[src/rtl/serializer_sched_if.sv]
// serializer_sched_if: request handshakes and serial/mux outputs of the 16:1 serializer scheduler.
interface serializer_sched_if #(parameter int N = 15);
    logic         req0_valid;
    logic [N:0]   req0_data;
    logic         req0_ready;
    logic         req1_valid;
    logic [N:0]   req1_data;
    logic         req1_ready;
    logic [N:0]   word;
    logic [3:0]   sel;
    logic         ser_bit;
    logic         bit_valid;
    logic         frame_start;
    logic         frame_last;
    logic         grant_id;
    modport master (
        output req0_valid, req0_data, req1_valid, req1_data,
        input  req0_ready, req1_ready, word, sel, ser_bit, bit_valid, frame_start, frame_last, grant_id
    );
    modport slave (
        input  req0_valid, req0_data, req1_valid, req1_data,
        output req0_ready, req1_ready, word, sel, ser_bit, bit_valid, frame_start, frame_last, grant_id
    );
endinterface

[src/rtl/serializer_sched.sv]
// serializer_sched: round-robin two-requester scheduler stepping a 16:1 mux select LSB first.
// Define SER_PARITY_EN to append an even-parity bit (PARITY state) to every frame.
module serializer_sched #(parameter int N = 15) (
    input logic clk,
    input logic rst_n,
    serializer_sched_if.slave bus
);
    typedef enum logic [1:0] {IDLE, SHIFT, PARITY} state_t;
    state_t     state, state_nxt;
    logic [N:0] word_q;
    logic [3:0] sel_q;
    logic       grant_q, last_grant, pick, accept, idle, last_bit;
    always_comb begin
        idle = state == IDLE;
        // a lone valid wins outright; otherwise point at the requester not served last
        pick = (bus.req0_valid && !bus.req1_valid) ? 1'b0 :
               (bus.req1_valid && !bus.req0_valid) ? 1'b1 : ~last_grant;
        bus.req0_ready = rst_n && idle && !pick;
        bus.req1_ready = rst_n && idle && pick;
        accept = idle && (pick ? bus.req1_valid : bus.req0_valid);
        last_bit = state == SHIFT && sel_q == 4'd15;
`ifdef SER_PARITY_EN
        state_nxt = accept ? SHIFT : last_bit ? PARITY : state == PARITY ? IDLE : state;
        bus.ser_bit = state == SHIFT ? word_q[sel_q] : state == PARITY ? ^word_q : 1'b0;
        bus.frame_last = state == PARITY;
`else
        state_nxt = accept ? SHIFT : last_bit ? IDLE : state;
        bus.ser_bit = state == SHIFT ? word_q[sel_q] : 1'b0;
        bus.frame_last = last_bit;
`endif
        bus.bit_valid = !idle;
        bus.frame_start = state == SHIFT && sel_q == 4'd0;
        bus.word = word_q;
        bus.sel = sel_q;
        bus.grant_id = grant_q;
    end
    always_ff @(posedge clk or negedge rst_n) begin
        if (!rst_n) begin
            state <= IDLE;
            word_q <= '0;
            sel_q <= '0;
            grant_q <= 1'b0;
            last_grant <= 1'b1;
        end else begin
            state <= state_nxt;
            if (accept) begin
                word_q <= pick ? bus.req1_data : bus.req0_data;
                sel_q <= '0;
                grant_q <= pick;
                last_grant <= pick;
            end else if (state == SHIFT && sel_q != 4'd15) begin
                sel_q <= sel_q + 4'd1;
            end
        end
    end
endmodule

[src/flat_wrapper.sv]
// flat-port wrapper written by rule: the top's interface ports become plain ports
module serializer_sched_flat 
#(parameter int N = 15)
  (clk, rst_n, bus_req0_valid, bus_req0_data, bus_req1_valid, bus_req1_data, bus_req0_ready, bus_req1_ready, bus_word, bus_sel, bus_ser_bit, bus_bit_valid, bus_frame_start, bus_frame_last, bus_grant_id);
  serializer_sched_if #(.N(N)) bus_i ();
  input logic clk;
  input logic rst_n;
  input wire logic [$bits(bus_i.req0_valid)-1:0] bus_req0_valid;
  input wire logic [$bits(bus_i.req0_data)-1:0] bus_req0_data;
  input wire logic [$bits(bus_i.req1_valid)-1:0] bus_req1_valid;
  input wire logic [$bits(bus_i.req1_data)-1:0] bus_req1_data;
  output wire logic [$bits(bus_i.req0_ready)-1:0] bus_req0_ready;
  output wire logic [$bits(bus_i.req1_ready)-1:0] bus_req1_ready;
  output wire logic [$bits(bus_i.word)-1:0] bus_word;
  output wire logic [$bits(bus_i.sel)-1:0] bus_sel;
  output wire logic [$bits(bus_i.ser_bit)-1:0] bus_ser_bit;
  output wire logic [$bits(bus_i.bit_valid)-1:0] bus_bit_valid;
  output wire logic [$bits(bus_i.frame_start)-1:0] bus_frame_start;
  output wire logic [$bits(bus_i.frame_last)-1:0] bus_frame_last;
  output wire logic [$bits(bus_i.grant_id)-1:0] bus_grant_id;
  assign bus_i.req0_valid = bus_req0_valid;
  assign bus_i.req0_data = bus_req0_data;
  assign bus_i.req1_valid = bus_req1_valid;
  assign bus_i.req1_data = bus_req1_data;
  assign bus_req0_ready = bus_i.req0_ready;
  assign bus_req1_ready = bus_i.req1_ready;
  assign bus_word = bus_i.word;
  assign bus_sel = bus_i.sel;
  assign bus_ser_bit = bus_i.ser_bit;
  assign bus_bit_valid = bus_i.bit_valid;
  assign bus_frame_start = bus_i.frame_start;
  assign bus_frame_last = bus_i.frame_last;
  assign bus_grant_id = bus_i.grant_id;
  serializer_sched #(.N(N)) u_core (.clk(clk), .rst_n(rst_n), .bus(bus_i));
endmodule
[config.mk]
export PLATFORM = sky130hd
export DESIGN_NAME = serializer_sched_flat
export DESIGN_NICKNAME = d
export VERILOG_FILES = /design/src/rtl/serializer_sched_if.sv /design/src/rtl/serializer_sched.sv /design/src/flat_wrapper.sv
export SDC_FILE = /design/constraint.sdc
export NUM_CORES = 1
export LEC_CHECK = 0
export ABC_AREA = 1
export CORE_AREA = 2 2 60 62
export CTS_CLUSTER_SIZE = 16
export DETAILED_ROUTE_END_ITERATION = 10
export DIE_AREA = 0 0 62 64
export GPL_ROUTABILITY_DRIVEN = 0
export PLACE_DENSITY = 0.89
export SETUP_SLACK_MARGIN = 0.2
export SYNTH_ARGS = -nofsm -noshare
export SYNTH_HDL_FRONTEND = slang
export SYNTH_SLANG_ARGS = --single-unit
[constraint.sdc]
create_clock -name clk -period 1.73 [get_ports clk]
set_input_delay 0.2595 -clock clk [delete_from_list [all_inputs] [get_ports clk]]
set_output_delay 0.2595 -clock clk [all_outputs]
set_load 0.05 [all_outputs]
# Yosys cells after proc, flatten, opt, wreduce, memory -nomap -nowiden
# Index checks and enable logic that the tools add are counted.
[op_classes]
n_lt_le_gt_ge = 1
n_eq_ne = 3
div_mod_pow = 0
mux = 11
shifts = 0
multipliers = 0
n_bitwise = 1
add_sub_neg = 1
reduce_logical = 17
[op_table]
columns = ["cell", "count"]
rows = [
  ["16-bit 2-to-1 mux", 1],
  ["1-bit logical AND", 9],
  ["4-bit 2-to-1 mux", 2],
  ["4-bit by 5-bit less-than comparator with 1-bit output (second input constant)", 1],
  ["1-bit 2-to-1 mux", 5],
  ["4-bit by 1-bit adder with 4-bit output (second input constant)", 1],
  ["1-bit binary-select mux with 4-bit select", 1],
  ["4-bit == test (second input constant)", 1],
  ["1-bit logical NOT", 4],
  ["4-bit logical NOT", 1],
  ["2-bit 2-to-1 mux", 2],
  ["4-bit inequality test (second input constant)", 1],
  ["2-bit nonzero test", 2],
  ["2-bit by 1-bit == test with 1-bit output (second input constant)", 1],
  ["2-bit logical NOT", 1],
  ["1-bit inverter", 1],
]
[word_totals]
latch_bits = 0
output_inout_bits = 27
ram_bits = 0
in_bits = 36
mem_bits_ro = 0
wordCells = 39
register_bits = 24
n_memories = 0

# Logic depth before layout (Yosys ltp)
# Gate-level depths: netlist of the first run.
[depth]
word_depth = 7
depth_mapped = 8
depth_no_buf = 6

# Worst setup path before layout of the first run
# Ideal clock, no wire load.
[synth_path]
path_type = "reg2out"
from = "register u_core.sel_q[0] (netlist: u_core.bus.sel[0])"
to = "output port bus_frame_start"
n_path_buf = 2
arrival_ps = 2296
required_time_ps = 1470
slack_ps = -825
stages_incl_launch_ff = 7
cell_sequence = "dfrtp_1 buf_4 inv_1 buf_2 ha_1 nand2_1 nor3_1"
[synth_via]
elab_chain_len = 2
[synth_lines]
columns = ["element", "line", "source"]
rows = [
  ["start: declaration", "serializer_sched.sv:11", "logic [3:0] sel_q;"],
  ["start signal: assignment", "serializer_sched.sv:52", "sel_q <= sel_q + 4'd1;"],
  ["4-bit logical NOT", "serializer_sched.sv:32", "bus.frame_start = state == SHIFT && sel_q == 4'd0;"],
  ["1-bit logical AND", "serializer_sched.sv:32", ""],
  ["end: declaration", "flat_wrapper.sv:18", "output wire logic [$bits(bus_i.frame_start)-1:0] bus_frame_start;"],
]
# No other way between the ends.

# Final worst setup path of the first run
[layout_path]
from = "register u_core.sel_q[0] (netlist: u_core.bus.sel[0])"
to = "output port bus_ser_bit"
[layout_via]
elab_chain_len = 3
[layout_lines]
columns = ["element", "line", "source"]
rows = [
  ["1-bit binary-select mux with 4-bit select", "serializer_sched.sv:28", "bus.ser_bit = state == SHIFT ? word_q[sel_q] : 1'b0;"],
  ["1-bit 2-to-1 mux (implied by the code)", "serializer_sched.sv:28", ""],
  ["1-bit 2-to-1 mux", "serializer_sched.sv:28", ""],
  ["end: declaration", "flat_wrapper.sv:16", "output wire logic [$bits(bus_i.ser_bit)-1:0] bus_ser_bit;"],
]
# No other way between the ends. The select of a mux whose other input is x is not followed.

==> results of run 1 <==
## metrics by stage
stage,util,setup TNS (ns),instance area [um2]
floorplan,-,-0.0593,1350
global placement,0.631,0,2070
detailed placement,0.631,-0.00218,2070
CTS,0.663,-0.263,2180
global route,0.675,-0.458,2220
finish,0.675,-0.258,2220
## power by group
part	switching (uW)	internal (uW)
clock network	168	89.9
registers	249	823
logic	2220	1260
total	2640	2170
## registers in the layout, indices dropped and copies added (netlist names)
signal,cells
u_core.bus.grant_id,1
u_core.bus.sel,4
u_core.bus.word,16
u_core.last_grant,1
u_core.state,1
## layout make-up
class / count / area [um2] / share of cell area
clock buffers: 4 / 26.3 / 0.0119
inverters: 25 / 98.8 / 0.0446
multi-input cells: 110 / 674 / 0.304
flip-flops and latches: 23 / 581 / 0.262
well taps: 46 / 57.6 / 0.0260
repair buffers: 80 / 779 / 0.352
## metal layers
metal  GRT usage  up-vias  routed length, um
met5           0        -                  0
met4      0.0878        0                 69
met3      0.0425       10                330
met2       0.361       69               2010
met1       0.273      674               1580
li1            -      701                  -
## timing repair
item,in CTS,in global routing
setup endpoints to repair,10,12
resized for setup,21,8
pin swaps,11,2
setup buffers,5,1
## cell usage after synthesis (2+ instances only)
cell / number / area [um2]
nor3_1: 3 / 15.0
nand3_1: 15 / 75.1
o21ai_0: 10 / 50.1
nor2_1: 19 / 71.3
a21oi_1: 4 / 20.0
nand2_1: 28 / 105
o21ai_2: 2 / 17.5
buf_2: 4 / 20.0
o22ai_1: 16 / 100
dfrtp_1: 22 / 551
buf_4: 2 / 15.0
ha_1: 2 / 25.0
inv_1: 24 / 90.1
o21ai_1: 8 / 40.0
## worst paths after layout
check                                         startpoint                             end  slack, ns
setup / recovery           u_core.bus.sel[0]$_DFFE_PN0P_                     bus_ser_bit      -0.18
hold / removal                                     rst_n  u_core.bus.word[3]$_DFFE_PN0P_       0.32
setup reg to reg           u_core.bus.sel[0]$_DFFE_PN0P_   u_core.bus.sel[3]$_DFFE_PN0P_       0.25
hold reg to reg            u_core.last_grant$_DFFE_PN1P_   u_core.last_grant$_DFFE_PN1P_       0.50
max in group asynchronous                          rst_n   u_core.last_grant$_DFFE_PN1P_       1.13
min in group clk           u_core.last_grant$_DFFE_PN1P_   u_core.last_grant$_DFFE_PN1P_       0.50
## cell families after synthesis
| kind of cell | after synthesis | share of synthesized area |
|---|---|---|
| AOI/OAI and AO/OA | 41 | 0.192 |
| adders and majority gates | 2 | 0.0196 |
| buffers and inverters | 33 | 0.116 |
| DFF | 23 | 0.453 |
| and+or+nand+nor | 67 | 0.220 |
==> results.cfg, run 1 <==
[timing]
max_freq_mhz = 524
hold_viol = 0
slew_violations = 0
worst_pin_slew_ns = 0.484
rsz0062_at_grt = yes
setup_violations = 2
finClkSkew_ns = 0.0169
worst_slack_ns = -0.178
fin_crit_sh = 1.10
maxSlewHeadroom = 0.679
hold_ws_ns = 0.320
min_period_ns = 1.91

[place]
dp_hpwl_um = 2840
port_buffers = 62
place_ws_ns = -0.00218
dp.cells = 278

[critical_path]
critPathTopFamily = flip-flops
arrival_ns = 1.65
path_cells = inv_4 > nand2_1 > nand3_1 > nand3_1 > nand3b_1 > a21oi_4 > buf_12
critPathLaunchType = flop
cp_data_required_time_ns = 1.47
cpMostUsedCell = nand3_1
max_stage_delay_ns = 0.51
r2r_cells = 7
cp_slowest_cell = dfrtp_2
cp-end-kind = output port
path_class = reg -> out
worst-path-buf-inv = 2
worstSetupPathDepth = 7
cp_max_fo = 10

[outcome]
violations = setup timing
outcome = finished with violations

[logic_synthesis]
ys_warn_count = 0
synth_async_sr_flop_share = 1.00
ys_seq_area_frac = 0.453
synth_area_um2 = 1270
yosysUniqueCellTypes = 21
synth_area_per_cell_um2 = 7.67
synth-seq-cells = 23
synth_flop_cell = dfrtp_1
syn_inst = 166
synth_fp_nets = 204
synth_edf_count = 0

[grt]
grt_first_pass_wirelength_um = 6580
grt_overflow = 0
grtUsageTotal = 0.219
grt_max_degree = 24
grt_pass1_vias = 1473
antenna_found_initial = 0

[routing]
ant_nets = 0
via_count = 1454
drt-initial-drc-count = 66
drt_wl_total_um = 3990
wl_per_cell_um = 13.9
vias_per_cell = 5.05
route.detailed.drc = 0
first_pass_iters = 4

[job]
drv_cap = 0

[cts]
cts_root_buffer = clkbuf_4
htreeDepth = 1
cts_tree = built
cts_buffer_depth = 2
clk_pin_slew_worst_paths_ns = 0.14
numCtsBuffers = 3
clkLatencyLatePin_ns = 0.32
hold_buffers = 0
cts.sinks = 23

[die]
die_w_um = 62
core_area_um2 = 3280
dieArea_um2 = 3970
die_y_um = 64
ios = 63
rows = 21
start_util = 0.388

[layout]
n_antenna_cell = 0
finalNonFillerCells = 288
layout_commonest_cell = clkdlybuf4s50_1
drive_gt1_frac = 0.306
mostFrequentLayoutCells = clkdlybuf4s50_1 (33), buf_4 (31), nand2_1 (24)
fillers = 267
nets = 281
syn2layout_area_growth_pct = 74.1

[pwr]
p_leak_uw = 0.00104
power_density_nw_per_um2 = 2170
p_total_uw = 4810
peakVddDrop_mv = 0.903

[worst_hold_path]
hold_path_class = in -> async
(Power assumes the default switching activity.)
==> run 2, diff against run 1 <==
--- a/config.mk
+++ b/config.mk
@@ -6,12 +6,13 @@
 export NUM_CORES = 1
 export LEC_CHECK = 0
 export ABC_AREA = 1
-export CORE_AREA = 2 2 60 62
+export CORE_AREA = 5 5 63 65
 export CTS_CLUSTER_SIZE = 16
 export DETAILED_ROUTE_END_ITERATION = 10
-export DIE_AREA = 0 0 62 64
+export DIE_AREA = 0 0 68 70
 export GPL_ROUTABILITY_DRIVEN = 0
 export PLACE_DENSITY = 0.89
+export RECOVER_POWER = 25
 export SETUP_SLACK_MARGIN = 0.2
 export SYNTH_ARGS = -nofsm -noshare
 export SYNTH_HDL_FRONTEND = slang
==> run 2 against run 1 <==
The flow still finishes with violations (setup timing). Flip-flop and latch count unchanged. Register-to-register slack got worse by 0.07 ns. Via count increased by 0.28%. Count of clock-buffer cells in the layout unchanged. Power up 1.5%. Final cell count shrank 0.69%. Wire length increased by 3.5%. Combinational power grew 3%.
==> results.cfg, run 2 (synthesis results as in run 1) <==
[critical_path]
arrival_ns = 1.62
cp_slowest_cell = dfrtp_2
cp-end-kind = output port
path_cells = buf_6 > nand2_2 > nand3_2 > nand3_2 > nand3b_1 > a21oi_4 > buf_12
worstSetupPathDepth = 7
max_stage_delay_ns = 0.49
cpMostUsedCell = nand3_2
r2r_cells = 8
worst-path-buf-inv = 2
cp_data_required_time_ns = 1.47
cp_max_fo = 6
critPathLaunchType = flop
path_class = reg -> out
critPathTopFamily = flip-flops

[routing]
route.detailed.drc = 0
first_pass_iters = 4
wl_per_cell_um = 14.4
ant_nets = 0
vias_per_cell = 5.10
drt-initial-drc-count = 101
drt_wl_total_um = 4130
via_count = 1458

[cts]
htreeDepth = 1
cts_buffer_depth = 2
cts_tree = built
numCtsBuffers = 3
cts.sinks = 23
cts_root_buffer = clkbuf_4
hold_buffers = 0
clk_pin_slew_worst_paths_ns = 0.13
clkLatencyLatePin_ns = 0.31

[die]
start_util = 0.388
die_w_um = 68
ios = 63
dieArea_um2 = 4760
core_area_um2 = 3280
die_y_um = 70
rows = 21

[grt]
grt_overflow = 0
grt_max_degree = 34
antenna_found_initial = 0
grt_first_pass_wirelength_um = 6560
grt_pass1_vias = 1416
grtUsageTotal = 0.176

[pwr]
power_density_nw_per_um2 = 2180
p_leak_uw = 0.00104
peakVddDrop_mv = 0.931

[layout]
mostFrequentLayoutCells = clkdlybuf4s50_1 (32), buf_4 (29), nand2_1 (23)
fin_area_um2 = 2230
fillers = 248
drive_gt1_frac = 0.338
seq_area_um2 = 581
largest_reg_flops = 16
n_antenna_cell = 0
nets = 279
finalNonFillerCells = 286
multi_input_area_um2 = 679
syn2layout_area_growth_pct = 75.4
layout_commonest_cell = clkdlybuf4s50_1

[timing]
finClkSkew_ns = 0.00497
fin_crit_sh = 1.09
max_freq_mhz = 532
min_period_ns = 1.88
maxSlewHeadroom = 0.610
rsz0062_at_grt = yes
setup_violations = 3
worst_pin_slew_ns = 0.586
worst_slack_ns = -0.150
hold_viol = 0
slew_violations = 0
finalSetupTns_ns = -0.286
hold_ws_ns = 0.514

[outcome]
violations = setup timing
outcome = finished with violations

[place]
dp.cells = 275
port_buffers = 62
placed_area_um2 = 2050
dp_hpwl_um = 2890

[worst_hold_path]
hold_path_class = in -> async

[job]
drv_cap = 0
## run 2: changes by cell type in the layout (fill, tap and decap cells not counted), sizes merged
cell	before	now
buf	40	42
dlygate4sd3	0	1
clkdlybuf4s15	1	0
clkdlybuf4s50	33	32
dlygate4sd2	6	2
clkbuf	4	5
## run 2: layout make-up
class                   count  area share
clock buffers               4      0.0118
multi-input cells         110       0.304
inverters                  25      0.0465
repair buffers             78       0.352
flip-flops and latches     23       0.260
well taps                  46      0.0258
## run 2: worst reg2reg max path, stage by stage, from the launching register on
cell     delay [ns]
dfrtp_2        0.49
buf_4          0.16
buf_6          0.12
ha_4           0.16
nand3_2        0.09
nand2_1        0.11
nor2_2         0.14
o21ai_0        0.09
a21oi_1        0.12
## run 2: what timing repair did
| action | 4_1_cts | 5_1_grt |
|---|---|---|
| setup endpoints to repair | 5 | 8 |
| hold endpoints to repair | 0 | 0 |
| setup buffers | 7 | 0 |
| pin swaps | 18 | 6 |
| gates resized for setup | 24 | 6 |
## run 2: where the power goes
part,internal (uW),switching [uW]
Combinational,1320,2240
Sequential,823,240
Clock,90.1,162
## run 2: final timing paths
| check | end | slack [ns] | startpoint |
|---|---|---|---|
| hold reg to reg | u_core.bus.grant_id$_DFFE_PN0P_ | 0.53 | u_core.bus.grant_id$_DFFE_PN0P_ |
| max in group asynchronous | u_core.state[0]$_DFFE_PN0P_ | 0.81 | rst_n |
| setup / recovery | bus_ser_bit | -0.15 | u_core.bus.sel[0]$_DFFE_PN0P_ |
| hold / removal | u_core.bus.word[2]$_DFFE_PN0P_ | 0.51 | rst_n |
| setup reg to reg | u_core.bus.sel[3]$_DFFE_PN0P_ | 0.18 | u_core.bus.sel[0]$_DFFE_PN0P_ |
| min in group clk | u_core.bus.grant_id$_DFFE_PN0P_ | 0.53 | u_core.bus.grant_id$_DFFE_PN0P_ |
## run 2: metrics by stage
step | setup WS (ns) | total power (uW) | utilization
3_5_place_dp | -0.0328 | 4250 | 0.624
6_report | -0.150 | 4880 | 0.680
5_1_grt | -0.214 | 5160 | 0.680
2_1_floorplan | -0.0417 | 3200 | -
3_3_place_gp | 0.0127 | 4190 | 0.624
4_1_cts | -0.0781 | 4790 | 0.675
## run 2: per-layer routing
layer / GRT usage / wire (um)
met1: 0.223 / 1580
met2: 0.281 / 2050
met3: 0.0529 / 434
met4: 0.0596 / 72
met5: 0 / 0
